**src/rtl/mem_wb_skid_stage_pkg.sv**
```systemverilog
// Shared types for the MEM/WB skid stage: occupancy states and the writeback payload layout.
package mem_wb_skid_stage_pkg;

  localparam int unsigned DefDataLen        = 64;
  localparam int unsigned DefControlLine    = 2;
  localparam int unsigned DefInstructionPart = 5;

  typedef enum logic [1:0] {
    EMPTY = 2'd0,
    ONE   = 2'd1,
    TWO   = 2'd2
  } state_e;

  // Default-width layout; the top re-declares the same field order at its parameter widths.
  typedef struct packed {
    logic [DefControlLine-1:0]     control;
    logic [DefDataLen-1:0]         rd_data;
    logic [DefDataLen-1:0]         addr;
    logic [DefInstructionPart-1:0] instruction_part;
  } wb_payload_t;

endpackage

```
**src/rtl/mem_wb_skid_stage_if.sv**
```systemverilog
// Valid/ready handshake and payload bundle between the MEM stage, the skid stage and WB.
interface mem_wb_skid_stage_if #(
  parameter int unsigned DATA_LEN         = 64,
  parameter int unsigned CONTROL_LINE     = 2,
  parameter int unsigned INSTRUCTION_PART = 5
);

  logic                        in_valid;
  logic                        in_ready;
  logic [DATA_LEN-1:0]         rd_data;
  logic [CONTROL_LINE-1:0]     control_in;
  logic [DATA_LEN-1:0]         addr;
  logic [INSTRUCTION_PART-1:0] instruction_part;
  logic                        flush;
  logic                        out_valid;
  logic                        out_ready;
  logic [DATA_LEN-1:0]         rd_data_out;
  logic [CONTROL_LINE-1:0]     control_out;
  logic [DATA_LEN-1:0]         addr_out;
  logic [INSTRUCTION_PART-1:0] instruction_part_out;

  modport master (
    output in_valid, rd_data, control_in, addr, instruction_part, flush, out_ready,
    input  in_ready, out_valid, rd_data_out, control_out, addr_out, instruction_part_out
  );

  modport slave (
    input  in_valid, rd_data, control_in, addr, instruction_part, flush, out_ready,
    output in_ready, out_valid, rd_data_out, control_out, addr_out, instruction_part_out
  );

endinterface

```
**src/rtl/wb_payload_reg.sv**
```systemverilog
// Payload holding register with async reset, synchronous clear (wins over load) and load enable.
module wb_payload_reg
  import mem_wb_skid_stage_pkg::*;
#(
  parameter type payload_t = wb_payload_t
) (
  input  logic     clk,
  input  logic     rst,
  input  logic     load,
  input  logic     clear,
  input  payload_t d,
  output payload_t q
);

  always_ff @(posedge clk or negedge rst) begin
    if (!rst) begin
      q <= '0;
    end else if (clear) begin
      q <= '0;
    end else if (load) begin
      q <= d;
    end
  end

endmodule

```
**src/rtl/mem_wb_skid_stage.sv**
```systemverilog
// Two-entry MEM/WB skid buffer: in_ready depends only on registered state, so out_ready never
// reaches upstream combinationally. Also counts back-pressured cycles.
module mem_wb_skid_stage
  import mem_wb_skid_stage_pkg::*;
#(
  parameter int unsigned DATA_LEN         = 64,
  parameter int unsigned CONTROL_LINE     = 2,
  parameter int unsigned INSTRUCTION_PART = 5,
  parameter int unsigned CNT_W            = 16
) (
  input  logic             clk,
  input  logic             rst,
  mem_wb_skid_stage_if.slave bus,
  output logic [CNT_W-1:0] stall_cnt
);

  typedef struct packed {
    logic [CONTROL_LINE-1:0]     control;
    logic [DATA_LEN-1:0]         rd_data;
    logic [DATA_LEN-1:0]         addr;
    logic [INSTRUCTION_PART-1:0] instruction_part;
  } payload_t;

  localparam logic [CNT_W-1:0] CntMax = '1;

  state_e           state_q, state_d;
  payload_t         in_pl, main_d, main_q, skid_q;
  logic             in_ready, out_valid, accept, consume;
  logic             main_load, skid_load, main_from_skid;
  logic [CNT_W-1:0] stall_cnt_q;

  assign in_pl = '{control:          bus.control_in,
                   rd_data:          bus.rd_data,
                   addr:             bus.addr,
                   instruction_part: bus.instruction_part};

  assign in_ready  = (state_q != TWO);
  assign out_valid = (state_q != EMPTY);
  assign accept    = bus.in_valid & in_ready;
  assign consume   = out_valid & bus.out_ready;

  always_comb begin
    state_d        = state_q;
    main_load      = 1'b0;
    skid_load      = 1'b0;
    main_from_skid = 1'b0;
    unique case (state_q)
      EMPTY: begin
        if (accept) begin
          main_load = 1'b1;
          state_d   = ONE;
        end
      end
      ONE: begin
        if (accept && consume) begin
          main_load = 1'b1;
        end else if (accept) begin
          skid_load = 1'b1;
          state_d   = TWO;
        end else if (consume) begin
          state_d = EMPTY;
        end
      end
      TWO: begin
        if (consume) begin
          main_load      = 1'b1;
          main_from_skid = 1'b1;
          state_d        = ONE;
        end
      end
      default: state_d = EMPTY;
    endcase
    // Register clears are driven by flush directly, so only the state needs overriding here.
    if (bus.flush) begin
      state_d = EMPTY;
    end
  end

  assign main_d = main_from_skid ? skid_q : in_pl;

  always_ff @(posedge clk or negedge rst) begin
    if (!rst) begin
      state_q <= EMPTY;
    end else begin
      state_q <= state_d;
    end
  end

  wb_payload_reg #(
    .payload_t (payload_t)
  ) u_main_reg (
    .clk   (clk),
    .rst   (rst),
    .load  (main_load),
    .clear (bus.flush),
    .d     (main_d),
    .q     (main_q)
  );

  wb_payload_reg #(
    .payload_t (payload_t)
  ) u_skid_reg (
    .clk   (clk),
    .rst   (rst),
    .load  (skid_load),
    .clear (bus.flush),
    .d     (in_pl),
    .q     (skid_q)
  );

  // Saturating stall counter; deliberately blind to flush.
  always_ff @(posedge clk or negedge rst) begin
    if (!rst) begin
      stall_cnt_q <= '0;
    end else if (out_valid && !bus.out_ready && (stall_cnt_q != CntMax)) begin
      stall_cnt_q <= stall_cnt_q + 1'b1;
    end
  end

  assign stall_cnt                = stall_cnt_q;
  assign bus.in_ready             = in_ready;
  assign bus.out_valid            = out_valid;
  assign bus.rd_data_out          = main_q.rd_data;
  assign bus.addr_out             = main_q.addr;
  assign bus.instruction_part_out = main_q.instruction_part;
  // Main keeps stale data after the last consume; mask control so WB sees no write.
  assign bus.control_out          = out_valid ? main_q.control : '0;

endmodule

```
**src/flat_wrapper.sv**
```systemverilog
// flat-port wrapper written by rule: the top's interface ports become plain ports
module mem_wb_skid_stage_flat import mem_wb_skid_stage_pkg::*;
#(
  parameter int unsigned DATA_LEN         = 64,
  parameter int unsigned CONTROL_LINE     = 2,
  parameter int unsigned INSTRUCTION_PART = 5,
  parameter int unsigned CNT_W            = 16
)
  (clk, rst, stall_cnt, bus_in_valid, bus_rd_data, bus_control_in, bus_addr, bus_instruction_part, bus_flush, bus_out_ready, bus_in_ready, bus_out_valid, bus_rd_data_out, bus_control_out, bus_addr_out, bus_instruction_part_out);
  mem_wb_skid_stage_if #(.DATA_LEN(DATA_LEN), .CONTROL_LINE(CONTROL_LINE), .INSTRUCTION_PART(INSTRUCTION_PART)) bus_i ();
  input  logic clk;
  input  logic rst;
  output logic [CNT_W-1:0] stall_cnt;
  input wire logic [$bits(bus_i.in_valid)-1:0] bus_in_valid;
  input wire logic [$bits(bus_i.rd_data)-1:0] bus_rd_data;
  input wire logic [$bits(bus_i.control_in)-1:0] bus_control_in;
  input wire logic [$bits(bus_i.addr)-1:0] bus_addr;
  input wire logic [$bits(bus_i.instruction_part)-1:0] bus_instruction_part;
  input wire logic [$bits(bus_i.flush)-1:0] bus_flush;
  input wire logic [$bits(bus_i.out_ready)-1:0] bus_out_ready;
  output wire logic [$bits(bus_i.in_ready)-1:0] bus_in_ready;
  output wire logic [$bits(bus_i.out_valid)-1:0] bus_out_valid;
  output wire logic [$bits(bus_i.rd_data_out)-1:0] bus_rd_data_out;
  output wire logic [$bits(bus_i.control_out)-1:0] bus_control_out;
  output wire logic [$bits(bus_i.addr_out)-1:0] bus_addr_out;
  output wire logic [$bits(bus_i.instruction_part_out)-1:0] bus_instruction_part_out;
  assign bus_i.in_valid = bus_in_valid;
  assign bus_i.rd_data = bus_rd_data;
  assign bus_i.control_in = bus_control_in;
  assign bus_i.addr = bus_addr;
  assign bus_i.instruction_part = bus_instruction_part;
  assign bus_i.flush = bus_flush;
  assign bus_i.out_ready = bus_out_ready;
  assign bus_in_ready = bus_i.in_ready;
  assign bus_out_valid = bus_i.out_valid;
  assign bus_rd_data_out = bus_i.rd_data_out;
  assign bus_control_out = bus_i.control_out;
  assign bus_addr_out = bus_i.addr_out;
  assign bus_instruction_part_out = bus_i.instruction_part_out;
  mem_wb_skid_stage #(.DATA_LEN(DATA_LEN), .CONTROL_LINE(CONTROL_LINE), .INSTRUCTION_PART(INSTRUCTION_PART), .CNT_W(CNT_W)) u_core (.clk(clk), .rst(rst), .bus(bus_i), .stall_cnt(stall_cnt));
endmodule
```
**config.mk**
```make
export PLATFORM = sky130hd
export DESIGN_NAME = mem_wb_skid_stage_flat
export DESIGN_NICKNAME = d
export VERILOG_FILES = /design/src/rtl/mem_wb_skid_stage_pkg.sv /design/src/rtl/mem_wb_skid_stage_if.sv /design/src/rtl/wb_payload_reg.sv /design/src/rtl/mem_wb_skid_stage.sv /design/src/flat_wrapper.sv
export SDC_FILE = /design/constraint.sdc
export NUM_CORES = 1
export LEC_CHECK = 0
export CAP_MARGIN = 20
export CORE_MARGIN = 5
export CORE_UTILIZATION = 48
export CTS_BUF_LIST = sky130_fd_sc_hd__clkbuf_8
export DETAILED_ROUTE_END_ITERATION = 6
export PLACE_DENSITY = 0.8
export REMOVE_ABC_BUFFERS = 1
export SETUP_SLACK_MARGIN = 0.15
export SLEW_MARGIN = 15
export SYNTH_ARGS = -nofsm -noshare
export SYNTH_HDL_FRONTEND = slang
export SYNTH_SLANG_ARGS = --single-unit
```
**constraint.sdc**
```tcl
create_clock -name clk -period 1.7 [get_ports clk]
set_clock_uncertainty 0.15 [all_clocks]
set_input_delay 0.255 -clock clk [delete_from_list [all_inputs] [get_ports clk]]
set_output_delay 0.255 -clock clk [all_outputs]
set_load 0.05 [all_outputs]
```
==> results.yml <==
global_routing:
  antenna_found_initial: 0
  overflow: 0
  grt_pass1_vias: 10937
  track_usage_pct: 22.5
  grt_pass1_wl_mm: 57.5
  grt_max_degree: 80
floorplan:
  coreArea_um2: 27700
  start_util_pct: 48.6
  dieArea_um2: 31500
  std_cell_rows: 61
  die_w_um: 177
  fp.dieH_um: 177
  io_pins: 293
synthesis:
  synthFlopType: "dfrtp_1"
  synthesis.area_um2: 13500
  synth_top_cell_by_area: "dfrtp_1"
  synth_edf_count: 0
  yosysTopAreaCellShare_pct: 53.6
  ys_seq_area_share_pct: 53.6
  synthCells: 1258
  synthArstFlopShare_pct: 100
  avgSynthCellArea_um2: 10.7
  yosysWarnings: 0
  synth.distinct_cells: 45
  synthTopCellsByArea: "dfrtp_1 54%, mux2i_1 10%, o2bb2ai_1 8.8%"
  ys_ff_latch: 288
critical_path:
  worstRegToRegCells: 7
  start_kind: "flip-flop"
  cp_max_fo: 4
  path_class: "flip-flop to output pin"
  endpoint_kind: "output pin"
  critPathRequiredTime_ns: 1.29
  worstPathArrival_ns: 1.55
power_and_ir_drop:
  powerDensity_nw_per_um2: 1010
  p_leak_nw: 8.80
  vdd_drop_max_v: 0.00149
job:
  cap_violations: 0
clock_network:
  htreeDepth: 2
  clock_latency_ns: 0.54
  clockBufferDepth: 3
  cts_sinks: 288
  cts_tree: "yes"
  cts-root-buf: "clkbuf_8"
  clk_pin_slew_ns: 0.06
  cts_made_buffers: 48
sta:
  rsz0062_at_grt: "yes"
  report.final.slew_viol_count: 0
  holdWs_ns: 0.0798
  finalCritPeriodShare_pct: 115
  hold_viol: 0
  worst_slack_ns: -0.254
  slew_headroom_pct: 71.7
  worst_pin_slew_ns: 0.425
  fin_crit_ns: 1.95
  finalSetupViolations: 286
  fmax_mhz: 512
finish:
  design_area_um2: 17800
  layout-drive-gt1-share_pct: 24.7
  nets: 1628
  nFillCells: 2056
  area.growth.synth_to_final_pct: 32.6
  seq_area_um2: 7220
  multi_input_area_um2: 5010
  num_antenna_cells: 0
drt:
  met2_length_mm: 18.0
  dr.first_iter.drc_count: 717
  ant_nets: 0
  dr_wl_met3_mm: 2.82
  viasPerCell: 5.51
  route.detailed.drc: 0
  wl_per_cell_um: 19.4
  routed_wirelength_mm: 36.9
  vias: 10457
  drt_pass1_iterations: 5
  wl_met1_mm: 15.0
  highest_layer: "met4"
place:
  placed_area_um2: 16300
  port_buffers: 292
  hpwl_mm: 23.1
  gp_congestion: 0.791
min_path:
  hp-class: "primary input to asynchronous set/reset pin"
run_status:
  violations: "setup timing"
  status: "finished, violations left"
area by class of cell:
type                            count  share of cell area, %
Inverter                            1                 0.0210
Sequential cell                   288                   40.5
Clock inverter                     20                  0.891
Clock buffer                       64                   4.94
Timing Repair Buffer              403                   23.0
Tap cell                          378                   2.65
Multi-Input combinational cell    745                   28.1
path summary, 6_finish.rpt:
| kind | startpoint | to | slack (ns) |
|---|---|---|---|
| worst max register to register | u_core.state_q[1] | u_core.u_main_reg.q[67] | -0.23 |
| worst min-delay path | rst | u_core.u_main_reg.q[19] | 0.08 |
| min in group clk | bus_flush | u_core.u_skid_reg.q[102] | 0.12 |
| max in group asynchronous | rst | u_core.stall_cnt[10] | 0.61 |
| worst max-delay path | u_core.state_q[0] | bus_control_out[0] | -0.25 |
| worst min register to register | u_core.u_main_reg.q[111] | u_core.u_main_reg.q[111] | 0.34 |
placed cells by master, fill, tap and decap left out, drive strengths merged, types with 2 or more instances in the layout:
master           n
dfrtp          288
nor2b            2
o2bb2ai        136
nor4             5
nor3             5
nand4            4
inv             14
bufbuf           2
nand3            7
a21oi          137
nand2          275
bufinv           3
xnor2            4
buf            263
clkinv           4
and2             2
xor2            10
clkdlybuf4s50  137
mux2i          136
nor3b            2
and4             2
or2              2
nor2             3
clkbuf          64
synth_stat cells (5+ instances only):
| library cell | n |
|---|---|
| buf_4 | 140 |
| dfrtp_1 | 288 |
| clkbuf_1 | 23 |
| nand2_1 | 274 |
| a21oi_1 | 137 |
| buf_1 | 8 |
| nand3_1 | 6 |
| buf_2 | 46 |
| mux2i_1 | 136 |
| buf_6 | 6 |
| o2bb2ai_1 | 135 |
| xor2_1 | 10 |
| nor3_1 | 5 |
metal layers:
layer | track usage [%] | vias up
li1 | - | 4677
met1 | 30.3 | 5218
met2 | 36.6 | 471
met3 | 4.69 | 91
met4 | 7.80 | 0
met5 | 0 | -
through the flow:
step / power (mW) / std cells / worst slack [ns] / setup TNS, ns / util (%)
2_1_floorplan: 9.38 / 1034 / -2.00 / -542.46 / -
3_3_place_gp: 11.2 / 1798 / -0.359 / -92.56 / 58.8
3_5_place_dp: 11.3 / 1798 / -0.426 / -106.86 / 58.8
4_1_cts: 18.0 / 1892 / -0.275 / -21.87 / 63.6
5_1_grt: 18.6 / 1899 / -0.315 / -53.51 / 64.4
6_report: 18.0 / 1899 / -0.254 / -28.13 / 64.4
report_power, final:
group	total, mW	switching [mW]	internal, mW
registers	7.57	0.324	7.25
logic	3.84	2.29	1.55
clock network	6.55	2.76	3.80
total	18.0	5.37	12.6
cells by family (layout without fill, tap and decap cells):
logic type / Yosys count / after routing / synth area share, %
flip-flops: 288 / 288 / 53.6
XOR/XNOR: 14 / 14 / 0.911
buffers and inverters: 225 / 488 / 11.0
multiplexers: 137 / 137 / 10.2
adder cells (fa/ha/maj): 1 / 1 / 0.0930
AO/OA/AOI/OAI: 277 / 277 / 14.3
AND/OR/NAND/NOR: 316 / 316 / 9.95
worst max-delay path: stages, from the launching register on:
cell and delay, ns:
dfrtp_2 0.44, or2_4 0.27, and2_4 0.16, buf_8 0.14
timing repair:
action | CTS | global route
endpoints found under the hold margin | 288 | 0
gates cloned | 4 | 0
setup endpoints to repair | 430 | 438
setup buffers | 5 | 7
hold buffers | 1 | 0
pin swaps | 6 | 4
gates resized for setup | 26 | 34
sequential cells by signal (all words and copies together), names as in the netlist:
register,flops
u_core.state_q,2
u_core.u_skid_reg.q,135
u_core.stall_cnt,16
u_core.u_main_reg.q,135
Power figures use the tool's default switching activity.
